[src/rtl/evt_packet_deframer_pkg.sv]
// Shared types and constants for the UART event-packet deframer.
package evt_pkg;

  typedef enum logic {
    HUNT    = 1'b0,
    COLLECT = 1'b1
  } state_t;

  // Byte offsets within a packet.
  localparam int unsigned HDR  = 0;
  localparam int unsigned XH   = 1;
  localparam int unsigned XL   = 2;
  localparam int unsigned YH   = 3;
  localparam int unsigned YL   = 4;
  localparam int unsigned CSUM = 5;

  localparam int unsigned MAX_PKT_BYTES = 6;

  // Diagnostic counter slots.
  localparam int unsigned NUM_CNT   = 6;
  localparam int unsigned C_OK      = 0;
  localparam int unsigned C_SYNC    = 1;
  localparam int unsigned C_CSUM    = 2;
  localparam int unsigned C_RANGE   = 3;
  localparam int unsigned C_OVF     = 4;
  localparam int unsigned C_TIMEOUT = 5;

  typedef struct packed {
    logic        pol;
    logic [15:0] x;
    logic [15:0] y;
  } evt_t;

  function automatic int unsigned pkt_bytes(input int unsigned csum_en);
    return (csum_en != 0) ? 6 : 5;
  endfunction

endpackage

[src/rtl/evt_packet_deframer_fifo.sv]
// Synchronous show-ahead FIFO holding accepted events.
module evt_fifo #(
  parameter int unsigned WIDTH = 17,
  parameter int unsigned DEPTH = 8
) (
  input  logic                     clk,
  input  logic                     rst_n,
  input  logic                     push,
  input  logic [WIDTH-1:0]         din,
  input  logic                     pop,
  output logic [WIDTH-1:0]         dout,
  output logic [$clog2(DEPTH):0]   level,
  output logic                     full,
  output logic                     empty
);

  localparam int unsigned AW = $clog2(DEPTH);

  logic [WIDTH-1:0] r_mem [DEPTH];
  logic [AW-1:0]    r_wr;
  logic [AW-1:0]    r_rd;
  logic [AW:0]      r_level;
  logic             w_do_push;
  logic             w_do_pop;

  assign full      = (r_level == (AW+1)'(DEPTH));
  assign empty     = (r_level == '0);
  assign level     = r_level;
  assign dout      = r_mem[r_rd];
  assign w_do_push = push && !full;
  assign w_do_pop  = pop && !empty;

  always_ff @(posedge clk) begin
    if (w_do_push) r_mem[r_wr] <= din;
  end

  always_ff @(posedge clk or negedge rst_n) begin
    if (!rst_n) begin
      r_wr    <= '0;
      r_rd    <= '0;
      r_level <= '0;
    end else begin
      if (w_do_push) r_wr <= r_wr + AW'(1);
      if (w_do_pop)  r_rd <= r_rd + AW'(1);
      case ({w_do_push, w_do_pop})
        2'b10:   r_level <= r_level + (AW+1)'(1);
        2'b01:   r_level <= r_level - (AW+1)'(1);
        default: r_level <= r_level;
      endcase
    end
  end

endmodule

[src/rtl/evt_packet_deframer.sv]
// UART event-packet deframer: sync hunt, packet assembly, validation,
// timeout recovery, event FIFO and saturating drop counters.
module evt_packet_deframer
  import evt_pkg::*;
#(
  parameter logic [3:0]  SYNC_NIBBLE    = 4'hA,
  parameter int unsigned COORD_W        = 8,
  parameter int unsigned SENSOR_W       = 128,
  parameter int unsigned SENSOR_H       = 128,
  parameter int unsigned CHECKSUM_EN    = 0,
  parameter int unsigned TIMEOUT_CYCLES = 2084,
  parameter int unsigned FIFO_DEPTH     = 8,
  parameter int unsigned CNT_W          = 16
) (
  input  logic                          clk,
  input  logic                          rst_n,
  input  logic [7:0]                    rx_byte,
  input  logic                          rx_valid,
  output logic [COORD_W-1:0]            evt_x,
  output logic [COORD_W-1:0]            evt_y,
  output logic                          evt_pol,
  output logic                          evt_valid,
  input  logic                          evt_ready,
  output logic [$clog2(FIFO_DEPTH):0]   fifo_level,
  output logic                          busy,
  output logic [CNT_W-1:0]              cnt_ok,
  output logic [CNT_W-1:0]              cnt_drop_sync,
  output logic [CNT_W-1:0]              cnt_drop_csum,
  output logic [CNT_W-1:0]              cnt_drop_range,
  output logic [CNT_W-1:0]              cnt_drop_ovf,
  output logic [CNT_W-1:0]              cnt_drop_timeout
);

  localparam int unsigned PKT    = pkt_bytes(CHECKSUM_EN);
  localparam int unsigned IDLE_W = $clog2(TIMEOUT_CYCLES + 1);
  localparam int unsigned EVT_W  = 1 + 2 * COORD_W;

  state_t            r_state;
  state_t            w_state_nxt;
  logic [IDLE_W-1:0] r_idle;
  logic [IDLE_W-1:0] w_idle_nxt;
  logic [2:0]        r_idx;
  logic [2:0]        w_idx_nxt;
  logic [7:0]        r_buf [MAX_PKT_BYTES];
  logic [7:0]        w_pkt [MAX_PKT_BYTES];
  logic [CNT_W-1:0]  r_cnt [NUM_CNT];

  logic              w_timeout;
  logic              w_store;
  logic              w_final;
  logic              w_hunt_byte;
  logic              w_sync_ok;
  logic [7:0]        w_xor;
  logic              w_bad_csum;
  logic              w_bad_range;
  evt_t              w_evt;
  logic [NUM_CNT-1:0] w_inc;

  logic              w_push;
  logic              w_pop;
  logic              w_full;
  logic              w_empty;
  logic [EVT_W-1:0]  w_fifo_din;
  logic [EVT_W-1:0]  w_fifo_dout;

  // A timed-out COLLECT cycle hands its byte (if any) back to the hunter.
  assign w_timeout   = (r_state == COLLECT) && (r_idle == IDLE_W'(TIMEOUT_CYCLES));
  assign w_store     = (r_state == COLLECT) && !w_timeout && rx_valid;
  assign w_final     = w_store && (r_idx == 3'(PKT - 1));
  assign w_hunt_byte = rx_valid && ((r_state == HUNT) || w_timeout);
  assign w_sync_ok   = (rx_byte[7:4] == SYNC_NIBBLE);

  // Packet view with the in-flight byte merged at its slot.
  always_comb begin
    for (int unsigned i = 0; i < MAX_PKT_BYTES; i++) begin
      w_pkt[i] = (r_idx == 3'(i)) ? rx_byte : r_buf[i];
    end
  end

  assign w_evt.pol   = w_pkt[HDR][3];
  assign w_evt.x     = {w_pkt[XH], w_pkt[XL]};
  assign w_evt.y     = {w_pkt[YH], w_pkt[YL]};
  assign w_xor       = w_pkt[HDR] ^ w_pkt[XH] ^ w_pkt[XL] ^ w_pkt[YH] ^ w_pkt[YL];
  assign w_bad_csum  = (CHECKSUM_EN != 0) && (w_pkt[CSUM] != w_xor);
  assign w_bad_range = (32'(w_evt.x) >= SENSOR_W) || (32'(w_evt.y) >= SENSOR_H);

  always_comb begin
    w_inc            = '0;
    w_inc[C_SYNC]    = w_hunt_byte && !w_sync_ok;
    w_inc[C_TIMEOUT] = w_timeout;
    w_inc[C_CSUM]    = w_final && w_bad_csum;
    w_inc[C_RANGE]   = w_final && !w_bad_csum && w_bad_range;
    w_inc[C_OVF]     = w_final && !w_bad_csum && !w_bad_range && w_full;
    w_inc[C_OK]      = w_final && !w_bad_csum && !w_bad_range && !w_full;
  end

  assign w_push     = w_inc[C_OK];
  assign w_pop      = !w_empty && evt_ready;
  assign w_fifo_din = {w_evt.pol, w_evt.x[COORD_W-1:0], w_evt.y[COORD_W-1:0]};

  always_comb begin
    w_state_nxt = r_state;
    w_idle_nxt  = r_idle;
    w_idx_nxt   = r_idx;
    if (r_state == COLLECT) begin
      if (w_timeout) begin
        w_state_nxt = HUNT;
      end else if (rx_valid) begin
        w_idle_nxt = '0;
        w_idx_nxt  = r_idx + 3'd1;
        if (w_final) w_state_nxt = HUNT;
      end else begin
        w_idle_nxt = r_idle + IDLE_W'(1);
      end
    end
    if (w_hunt_byte && w_sync_ok) begin
      w_state_nxt = COLLECT;
      w_idx_nxt   = 3'd1;
      w_idle_nxt  = '0;
    end
  end

  always_ff @(posedge clk or negedge rst_n) begin
    if (!rst_n) begin
      r_state <= HUNT;
      r_idle  <= '0;
      r_idx   <= '0;
    end else begin
      r_state <= w_state_nxt;
      r_idle  <= w_idle_nxt;
      r_idx   <= w_idx_nxt;
    end
  end

  always_ff @(posedge clk or negedge rst_n) begin
    if (!rst_n) begin
      for (int unsigned i = 0; i < MAX_PKT_BYTES; i++) r_buf[i] <= '0;
    end else if (w_hunt_byte && w_sync_ok) begin
      r_buf[HDR] <= rx_byte;
    end else if (w_store) begin
      r_buf[r_idx] <= rx_byte;
    end
  end

  always_ff @(posedge clk or negedge rst_n) begin
    if (!rst_n) begin
      for (int unsigned i = 0; i < NUM_CNT; i++) r_cnt[i] <= '0;
    end else begin
      for (int unsigned i = 0; i < NUM_CNT; i++) begin
        if (w_inc[i] && (r_cnt[i] != '1)) r_cnt[i] <= r_cnt[i] + CNT_W'(1);
      end
    end
  end

  evt_fifo #(
    .WIDTH(EVT_W),
    .DEPTH(FIFO_DEPTH)
  ) u_fifo (
    .clk   (clk),
    .rst_n (rst_n),
    .push  (w_push),
    .din   (w_fifo_din),
    .pop   (w_pop),
    .dout  (w_fifo_dout),
    .level (fifo_level),
    .full  (w_full),
    .empty (w_empty)
  );

  // Head is forced to zero when empty so stale memory never shows.
  assign {evt_pol, evt_x, evt_y} = w_empty ? '0 : w_fifo_dout;
  assign evt_valid        = !w_empty;
  assign busy             = (r_state == COLLECT);
  assign cnt_ok           = r_cnt[C_OK];
  assign cnt_drop_sync    = r_cnt[C_SYNC];
  assign cnt_drop_csum    = r_cnt[C_CSUM];
  assign cnt_drop_range   = r_cnt[C_RANGE];
  assign cnt_drop_ovf     = r_cnt[C_OVF];
  assign cnt_drop_timeout = r_cnt[C_TIMEOUT];

endmodule

[config.mk]
export PLATFORM = sky130hd
export DESIGN_NAME = evt_packet_deframer
export DESIGN_NICKNAME = d
export VERILOG_FILES = /design/src/rtl/evt_packet_deframer_pkg.sv /design/src/rtl/evt_packet_deframer_fifo.sv /design/src/rtl/evt_packet_deframer.sv
export SDC_FILE = /design/constraint.sdc
export NUM_CORES = 1
export LEC_CHECK = 0
export BUFFER_PORTS_ARGS = -buffer_cell sky130_fd_sc_hd__buf_2
export CORE_MARGIN = 5
export CORE_UTILIZATION = 40
export DETAILED_ROUTE_END_ITERATION = 8
export GPL_TIMING_DRIVEN = 1
export PLACE_DENSITY = 0.72
export SLEW_MARGIN = 40
export SYNTH_ARGS = -nofsm -noshare
export SYNTH_HDL_FRONTEND = slang
export SYNTH_HIERARCHICAL = 1
export SYNTH_SLANG_ARGS = --single-unit
[constraint.sdc]
create_clock -name clk -period 3.69 [get_ports clk]
set_clock_uncertainty 0.05 [all_clocks]
set_input_delay 0.5535 -clock clk [delete_from_list [all_inputs] [get_ports clk]]
set_output_delay 0.5535 -clock clk [all_outputs]
set_load 0.02 [all_outputs]
==> results of run 1 <==
## final timing paths
kind	end	slack, ns	cells past startpoint
setup / recovery	u_fifo/level[3]	0.16	13
hold / removal	r_buf[33]	0.27	2
setup reg to reg	u_fifo/level[3]	0.16	13
hold reg to reg	cnt_drop_range[13]	0.43	1
max in group asynchronous	u_fifo/r_rd[0]	2.27	3
min in group asynchronous	cnt_drop_ovf[12]	0.51	2
## sequential cells by signal, summed over array words and instances, names as in the netlist
register and count:
cnt_drop_ovf 16, cnt_ok 16, u_fifo/r_rd 3, busy 1, u_fifo/level 4, r_idx 3, r_idle 12, cnt_drop_range 16
u_fifo/r_mem 136, u_fifo/r_wr 3, cnt_drop_timeout 16, r_buf 33, cnt_drop_sync 16
## synthesized netlist by cell type, types with 9 or more instances
| master | instances |
|---|---|
| sky130_fd_sc_hd__inv_1 | 23 |
| sky130_fd_sc_hd__a21oi_1 | 13 |
| sky130_fd_sc_hd__mux4_1 | 24 |
| sky130_fd_sc_hd__buf_2 | 10 |
| sky130_fd_sc_hd__nor4_1 | 11 |
| sky130_fd_sc_hd__nor3_1 | 22 |
| sky130_fd_sc_hd__nand4_1 | 23 |
| sky130_fd_sc_hd__and4_1 | 9 |
| sky130_fd_sc_hd__ha_1 | 17 |
| sky130_fd_sc_hd__buf_4 | 21 |
| sky130_fd_sc_hd__and3_1 | 17 |
| sky130_fd_sc_hd__nand2_1 | 49 |
| sky130_fd_sc_hd__nor2b_1 | 19 |
| sky130_fd_sc_hd__xor2_1 | 34 |
| sky130_fd_sc_hd__dfrtp_1 | 139 |
| sky130_fd_sc_hd__mux4_2 | 10 |
| sky130_fd_sc_hd__xnor2_1 | 47 |
| sky130_fd_sc_hd__nand3_1 | 36 |
| sky130_fd_sc_hd__edfxtp_1 | 136 |
| sky130_fd_sc_hd__mux2_2 | 72 |
| sky130_fd_sc_hd__nor2_1 | 35 |
| sky130_fd_sc_hd__o21ai_0 | 16 |
## through the flow
stage | instance area (um2) | power [mW] | hold slack, ns
2_1_floorplan | 12700 | 6.35 | 0.208
3_3_place_gp | 13700 | 7.14 | 0.419
3_5_place_dp | 13700 | 7.23 | 0.426
4_1_cts | 14700 | 10.1 | 0.252
5_1_grt | 14700 | 10.6 | 0.282
6_report | 14700 | 10.0 | 0.266
## cells by family after synthesis
group | synth area share
flip-flops | 0.601
AND/OR/NAND/NOR | 0.119
multiplexers | 0.137
XOR/XNOR | 0.0564
buffers and inverters | 0.0324
AO/OA/AOI/OAI | 0.0364
adder cells (fa/ha/maj) | 0.0185
other | 0.000298
## critical path, cell delays in order (launching register included)
cell	delay (ns)
sky130_fd_sc_hd__dfrtp_2	0.45
sky130_fd_sc_hd__ha_1	0.20
sky130_fd_sc_hd__ha_2	0.20
sky130_fd_sc_hd__nor4_4	0.32
sky130_fd_sc_hd__a31oi_1	0.15
sky130_fd_sc_hd__nor3_2	0.25
sky130_fd_sc_hd__nand2_2	0.12
sky130_fd_sc_hd__nor3_4	0.20
sky130_fd_sc_hd__nand2_2	0.11
sky130_fd_sc_hd__ha_4	0.21
sky130_fd_sc_hd__ha_4	0.24
sky130_fd_sc_hd__or4b_2	0.62
sky130_fd_sc_hd__o311ai_1	0.13
sky130_fd_sc_hd__o211ai_1	0.13
## final cells by class
type | instances | share of cell area
diodes | 1 | 0.000170
clock buffers | 39 | 0.0553
clock inverters | 17 | 0.00969
inverters | 23 | 0.00586
multi-input cells | 544 | 0.322
flip-flops and latches | 275 | 0.514
well taps | 402 | 0.0342
repair buffers | 150 | 0.0586
## power by group
group | switching, mW | internal [mW] | leakage, nW | total, mW
Sequential | 0.399 | 3.80 | 3.07 | 4.20
Combinational | 1.63 | 1.35 | 2.59 | 2.98
Clock | 1.21 | 1.63 | 0.472 | 2.85
## layer usage
metal  up-vias  wire length, um  global-route usage
met4         2              395              0.0288
met3        31             1420              0.0299
met2       162            12400               0.243
met5         -               11                   0
li1       3557                -                   -
met1      3768            11600               0.197
## repair_timing
action / in CTS / in global routing
buffers inserted: 1 / 4
hold buffers: 1 / 0
gates resized for setup: 2 / 4
endpoints found under the setup margin: 1 / 1
pin swaps: 2 / 4
hold endpoints to repair: 67 / 0
==> results.txt, run 1 <==
The flow ran to the end, and the final reports show no timing, DRC or antenna violations. The mean routed wirelength per cell works out to 17.8 um. The highest net fanout along the worst path works out to 9.

The placer congestion estimate came out at 0.813. The max-slew violation total from the final report was 0; the number of antenna violations at the first check in global routing was 1. The critical register-to-register path startpoint was r_idx[1]. The transition time of the tightest slew-check pin was 0.687 ns; the unique cell type count in the Yosys netlist was 78. The final routed wirelength across all metal layers was 25800 um; the number of sinks driven by the clock tree was 275. Most frequent standard cell in the layout excluding fill and tap cells: sky130_fd_sc_hd__edfxtp_1. The worst setup path is of the reg -> reg kind.

For the final core utilization, the log shows 0.470. In this run the power density over the cells is 681 nW/um2. Setup violations remaining at the end of the flow were counted as 0.

For the max-cap violation count, the log shows 0. The run gives 7585 as the via count of the first global-routing pass. Total clock buffers created by CTS: 30. The biggest area contributor in the post-synthesis netlist is sky130_fd_sc_hd__edfxtp_1. The routed layout has 7520 vias. STA classifies the critical path startpoint as a flop.

Compared with the post-synthesis result, the final layout area differs by 17.0%. Among all flip-flop cells after synthesis, the most frequent one is sky130_fd_sc_hd__dfrtp_1. The worst-case vdd ir drop was 0.419 mV; the number of levels the H-tree was split into was 1. The count of input and output buffers works out to 114. Setup repair after global routing left no endpoint under its margin.

After detailed routing, the number of remaining DRC violations is 0. The final clock period utilization by the worst path works out to 0.957. The y dimension of the die was 187 um; the number of buffers between clock root and the deepest sink was 3. For the sequential area share after synthesis, the log shows 0.601. For this run, the number of Yosys warnings is 6.

The finished layout holds 1451 standard cells, fillers aside. The placeable core region is 31300 um2, and the number of iterations in the first detailed-routing pass is 4. The multi-input combinational cells in the finished layout cover a total of 4740 um2. Total routing resource utilization after global routing: 0.145.

At the worst endpoint, the required time is 4.05 ns. The starting utilization of the core area came out at 0.402. In this run the cell area of the synthesized design comes to 12600 um2.

The count of nets left with antenna violations once routing finished came out at 0. For the number of DRC markers after the initial detailed-route iteration, the log shows 306. The worst hold path startpoint was rx_byte[1]. Synthesis produced 874 cells. The number of flops mapped to enable cells by yosys was 136; the estimated wirelength of the detail-placed design was 17200 um. The ratio of cells with drive above 1 in the final layout came out at 0.303. The tree is rooted in a sky130_fd_sc_hd__clkbuf_16. Counting the fill cells in the layout gives 2686. The async set-or-reset flop fraction in the synthesized netlist came out at 0.505. The full die area was 35100 um2.

For the final routed database, the setup TNS stands at 0 ns. The logs give 65 for the placement row count and 283 MHz for the upper clock frequency limit. The number of register bits inferred by synthesis was 275; the width of the chip was 187 um.

The minimum period implied by the final worst setup slack came out at 3.53 ns. The worst setup path is captured at a flop. Prior to clock tree synthesis, the placed netlist has a worst setup slack of 0.0384 ns.

The most critical setup path has its startpoint at r_idx[1]. The clock reaches the later pin of the worst-skew pair after 0.58 ns. Summed over all layers, the global routing overflow is 0. The first global-routing pass estimated 41700 um of wire. The number of primary I/O pins is 131. TritonCTS built the clock tree. Data arrives at the worst endpoint at 3.89 ns. After clock tree synthesis, the clock-pin slew on the worst setup and hold paths is 0.06 ns. The top-area cell type share of the netlist area is 0.325. The largest net degree at the start of global routing is 71, and the post-placement cell count is 1388.

The worst min-delay path class was in -> reg. The post-route worst setup slack was 0.158 ns. The leakage power was 6.13 nW; the post-synthesis average cell area was 14.4 um2. Total count of hold-check failures in the final report: 0. The worst slew margin relative to its limit was 0.538.

The run gives 7570 um2 as the area of all sequential standard cells. Dividing the detail-routed via count by the number of cells gives 5.18. In the layout the commonest cells are sky130_fd_sc_hd__edfxtp_1, sky130_fd_sc_hd__dfrtp_1, sky130_fd_sc_hd__buf_2. Ranked by total cell area, the synthesized netlist is headed by sky130_fd_sc_hd__edfxtp_1, sky130_fd_sc_hd__dfrtp_1, sky130_fd_sc_hd__mux2_2. In the final design database the tool counted 1054 nets.
(Power assumes the default switching activity.)
==> run 2, diff against run 1 <==
--- a/config.mk
+++ b/config.mk
@@ -11,6 +11,7 @@
 export DETAILED_ROUTE_END_ITERATION = 8
 export GPL_TIMING_DRIVEN = 1
 export PLACE_DENSITY = 0.72
+export REMOVE_ABC_BUFFERS = 1
 export SLEW_MARGIN = 40
 export SYNTH_ARGS = -nofsm -noshare
 export SYNTH_HDL_FRONTEND = slang
==> run 2 against run 1 <==
The flow now finishes with violations (hold timing); cell count unchanged; wire length increased by 1.2%; combinational power about the same; critical endpoint unchanged; sequential cell count unchanged; register-to-register slack improved by 0.07 ns; total power increased by 1.3%; largest power group unchanged; critical path type unchanged.
==> results.txt, run 2 (synthesized netlist as in run 1, its figures left out) <==
Worst min-delay path class: in -> async (was in -> reg). Top library cells by usage in the layout, fill and taps aside: sky130_fd_sc_hd__dfrtp_1, sky130_fd_sc_hd__edfxtp_1, sky130_fd_sc_hd__buf_2 (was sky130_fd_sc_hd__edfxtp_1, sky130_fd_sc_hd__dfrtp_1, sky130_fd_sc_hd__buf_2). For the total routing resource utilization after global routing, the log shows 0.144 (was 0.145). The ratio of cells with drive above 1 in the final layout is 0.304 (was 0.303).

Number of iterations in the first detailed-routing pass: 5 (was 4). The logs give 0 (unchanged) for the max-slew violation total from the final report and 0.376 mV (was 0.419 mV) for the worst-case vdd ir drop. The max-cap violation count was 0 (unchanged); the placer congestion estimate was 0.839 (was 0.813). The start point of the critical path was r_idx[0] (was r_idx[1]). Final routed wirelength across all metal layers: 26100 um (was 25800 um). The post-route worst setup slack was 0.233 ns (was 0.158 ns); the transition time of the tightest slew-check pin was 0.725 ns (was 0.687 ns).

The mean routed wirelength per cell is 18.0 um (was 17.8 um), and the source-to-sink clock delay at the later pin of the worst-skew pair is 0.55 ns (was 0.58 ns). The run gives 0.513 (was 0.538) as the worst slew margin relative to its limit. The flip-flop count of the largest register, all copies and words added was 136 (unchanged). The via density per instance is 5.21 (was 5.18).

The number of gates on the worst path with buffers counted came out at 13 (unchanged). The sum of buffers and inverters on the critical path was 1 (was 0). The run gives 10.2 mW (was 10.0 mW) as the overall power after layout. The kind of cell adding the most delay to the critical path is simple AND/OR/NAND/NOR gates (unchanged). Worst path cell trace: inv_2 -> ha_1 -> or3b_1 -> a21o_1 -> a221oi_4 -> nand2_2 -> nor3_2 -> nand2_1 -> ha_1 -> ha_1 -> or4b_2 -> o311ai_0 -> o211ai_1 (was ha_1 -> ha_2 -> nor4_4 -> a31oi_1 -> nor3_2 -> nand2_2 -> nor3_4 -> nand2_2 -> ha_4 -> ha_4 -> or4b_2 -> o311ai_1 -> o211ai_1).

The number of primary I/O pins is 131 (unchanged). The run gives -0.0229 ns (was 0.266 ns) as the worst hold margin. The logs give 0.102 ns (was 0.0384 ns) for the pre-CTS worst setup slack and 41500 um (was 41700 um) for the first-pass GRT wire length. The tools report the number of buffers between clock root and the deepest sink as 3 (unchanged). The width of the chip is 187 um (unchanged), and the synthesis-to-layout area growth is 17.9% (was 17.0%). The highest net fanout along the worst path came out at 5 (was 9). Top Registers: u_fifo/r_mem (136), r_buf (33) (unchanged). The tools report the endpoint class of the critical path as a flop (unchanged).

The largest net degree at the start of global routing came out at 76 (was 71). The final reports fail on hold timing. The number of antenna violations at the first check in global routing is 1 (unchanged), and the count of vias placed by the detailed router is 7560 (was 7520). The critical register-to-register path startpoint is r_idx[0] (was r_idx[1]). The tools report the total count of hold-check failures in the final report as 14 (was 0).

Setup repair after global routing left no endpoint under its margin. The register with the most flip-flops was u_fifo/r_mem (unchanged). Final core utilization: 0.474 (was 0.470).

The cell depth of the worst flop-to-flop path is 13 (unchanged). Type of the worst setup path: reg -> reg (unchanged). The y dimension of the die is 187 um (unchanged), and the starting utilization of the core area is 0.402 (unchanged).

The number of DRC markers after the initial detailed-route iteration was 443 (was 306). The most frequent standard cell in the layout excluding fill and tap cells is sky130_fd_sc_hd__dfrtp_1 (was sky130_fd_sc_hd__edfxtp_1). The final sum of negative setup slack was 0 ns (unchanged). The critical path's most frequent cell was sky130_fd_sc_hd__ha_1.

The tools report the number of remaining DRC errors as 0 (unchanged). The number of levels the H-tree was split into came out at 1 (unchanged). The placement row count came out at 65 (unchanged). For the full die area, the log shows 35100 um2 (unchanged). The tools report the library cell used as clock root buffer as sky130_fd_sc_hd__clkbuf_16 (unchanged). The cell with the largest stage delay on the worst path was sky130_fd_sc_hd__or4b_2 (unchanged).

The post-detailed-route count of antenna-violating nets was 0 (unchanged); the maximum single-stage delay on the critical path was 0.63 ns (was 0.62 ns). The leakage power is 6.20 nW (was 6.13 nW), and the number of sinks driven by the clock tree is 275 (unchanged). For the critical path data arrival time, the log shows 3.83 ns (was 3.89 ns).

Number of setup violations in the final report: 0 (unchanged). The estimated wirelength of the detail-placed design is 16900 um (was 17200 um), and the total power density per cell area is 685 nW/um2 (was 681 nW/um2). The global-route congestion overflow total came out at 0 (unchanged). The clock-pin slew on the worst setup and hold paths is 0.06 ns (about the same), and the total clock buffers created by CTS is 29 (was 30). The run gives 4.07 ns (was 4.05 ns) as the data required time at the worst endpoint. The tools report the layout net count as 1055 (was 1054). TritonCTS built the clock tree. The tools report the placeable core region as 31300 um2 (unchanged).

The kind of launch point of the worst setup path is a flop (unchanged). The upper clock frequency limit is 289 MHz (was 283 MHz), and the minimum period implied by the final worst setup slack is 3.46 ns (was 3.53 ns). The flow ran to the end, but the final reports show violations. The final clock period utilization by the worst path was 0.937 (was 0.957). The via count of the first global-routing pass is 7548 (was 7585).

The count of input and output buffers works out to 114 (unchanged).
[run 2: layout make-up]
class / count / area [um2]
Fill cell: 2708 / 16500
Sequential cell: 275 / 7560
Multi-Input combinational cell: 544 / 4700
Timing Repair Buffer: 152 / 950
Clock buffer: 39 / 833
Tap cell: 402 / 503
Clock inverter: 15 / 195
Inverter: 23 / 86.3
Antenna cell: 1 / 2.50
[run 2: what timing repair did]
item | CTS | global route
hold buffers | 0 | 0
setup endpoints to repair | 0 | 1
buffers inserted | 0 | 0
resized for setup | 0 | 3
[run 2: worst reg2reg max path, delay by kind of cell, from the launching register on]
family	cells	cell delay, ns
compound gates	4	0.72
fa+ha+maj	3	0.68
buf+inv	1	0.10
flops	1	0.42
simple gates	5	1.37
[run 2: path summary, 6_finish.rpt]
| path | endpoint | slack [ns] |
|---|---|---|
| max | u_fifo/level[3] | 0.23 |
| min | cnt_drop_timeout[7] | -0.02 |
| max reg2reg | u_fifo/level[3] | 0.23 |
| min reg2reg | cnt_drop_ovf[15] | 0.44 |
| max in group asynchronous | r_buf[24] | 2.79 |
| min in group clk | r_buf[24] | 0.31 |
[run 2: layer usage]
metal  track usage  share of wire  vias up
li1              -              -     3551
met1         0.192           0.43     3785
met2         0.241           0.48      191
met3        0.0398          0.070       33
met4        0.0263          0.018        0
met5             0              0        -
[run 2: where the power goes]
group | total (mW) | switching, mW | leakage [nW] | internal, mW
logic | 2.95 | 1.63 | 2.62 | 1.32
clock network | 3.06 | 1.19 | 0.511 | 1.87
registers | 4.15 | 0.343 | 3.07 | 3.80
total | 10.2 | 3.16 | 6.20 | 6.99
[run 2: stage by stage]
stage                     instance area [um2]  hold slack (ns)  std cells
after global routing                    14800           0.0223       1450
after global placement                  13800            0.416       1396
after CTS                               14800          0.00352       1450
after detailed placement                13800            0.419       1396
final                                   14800          -0.0229       1451
after floorplan                         12300            0.208        842
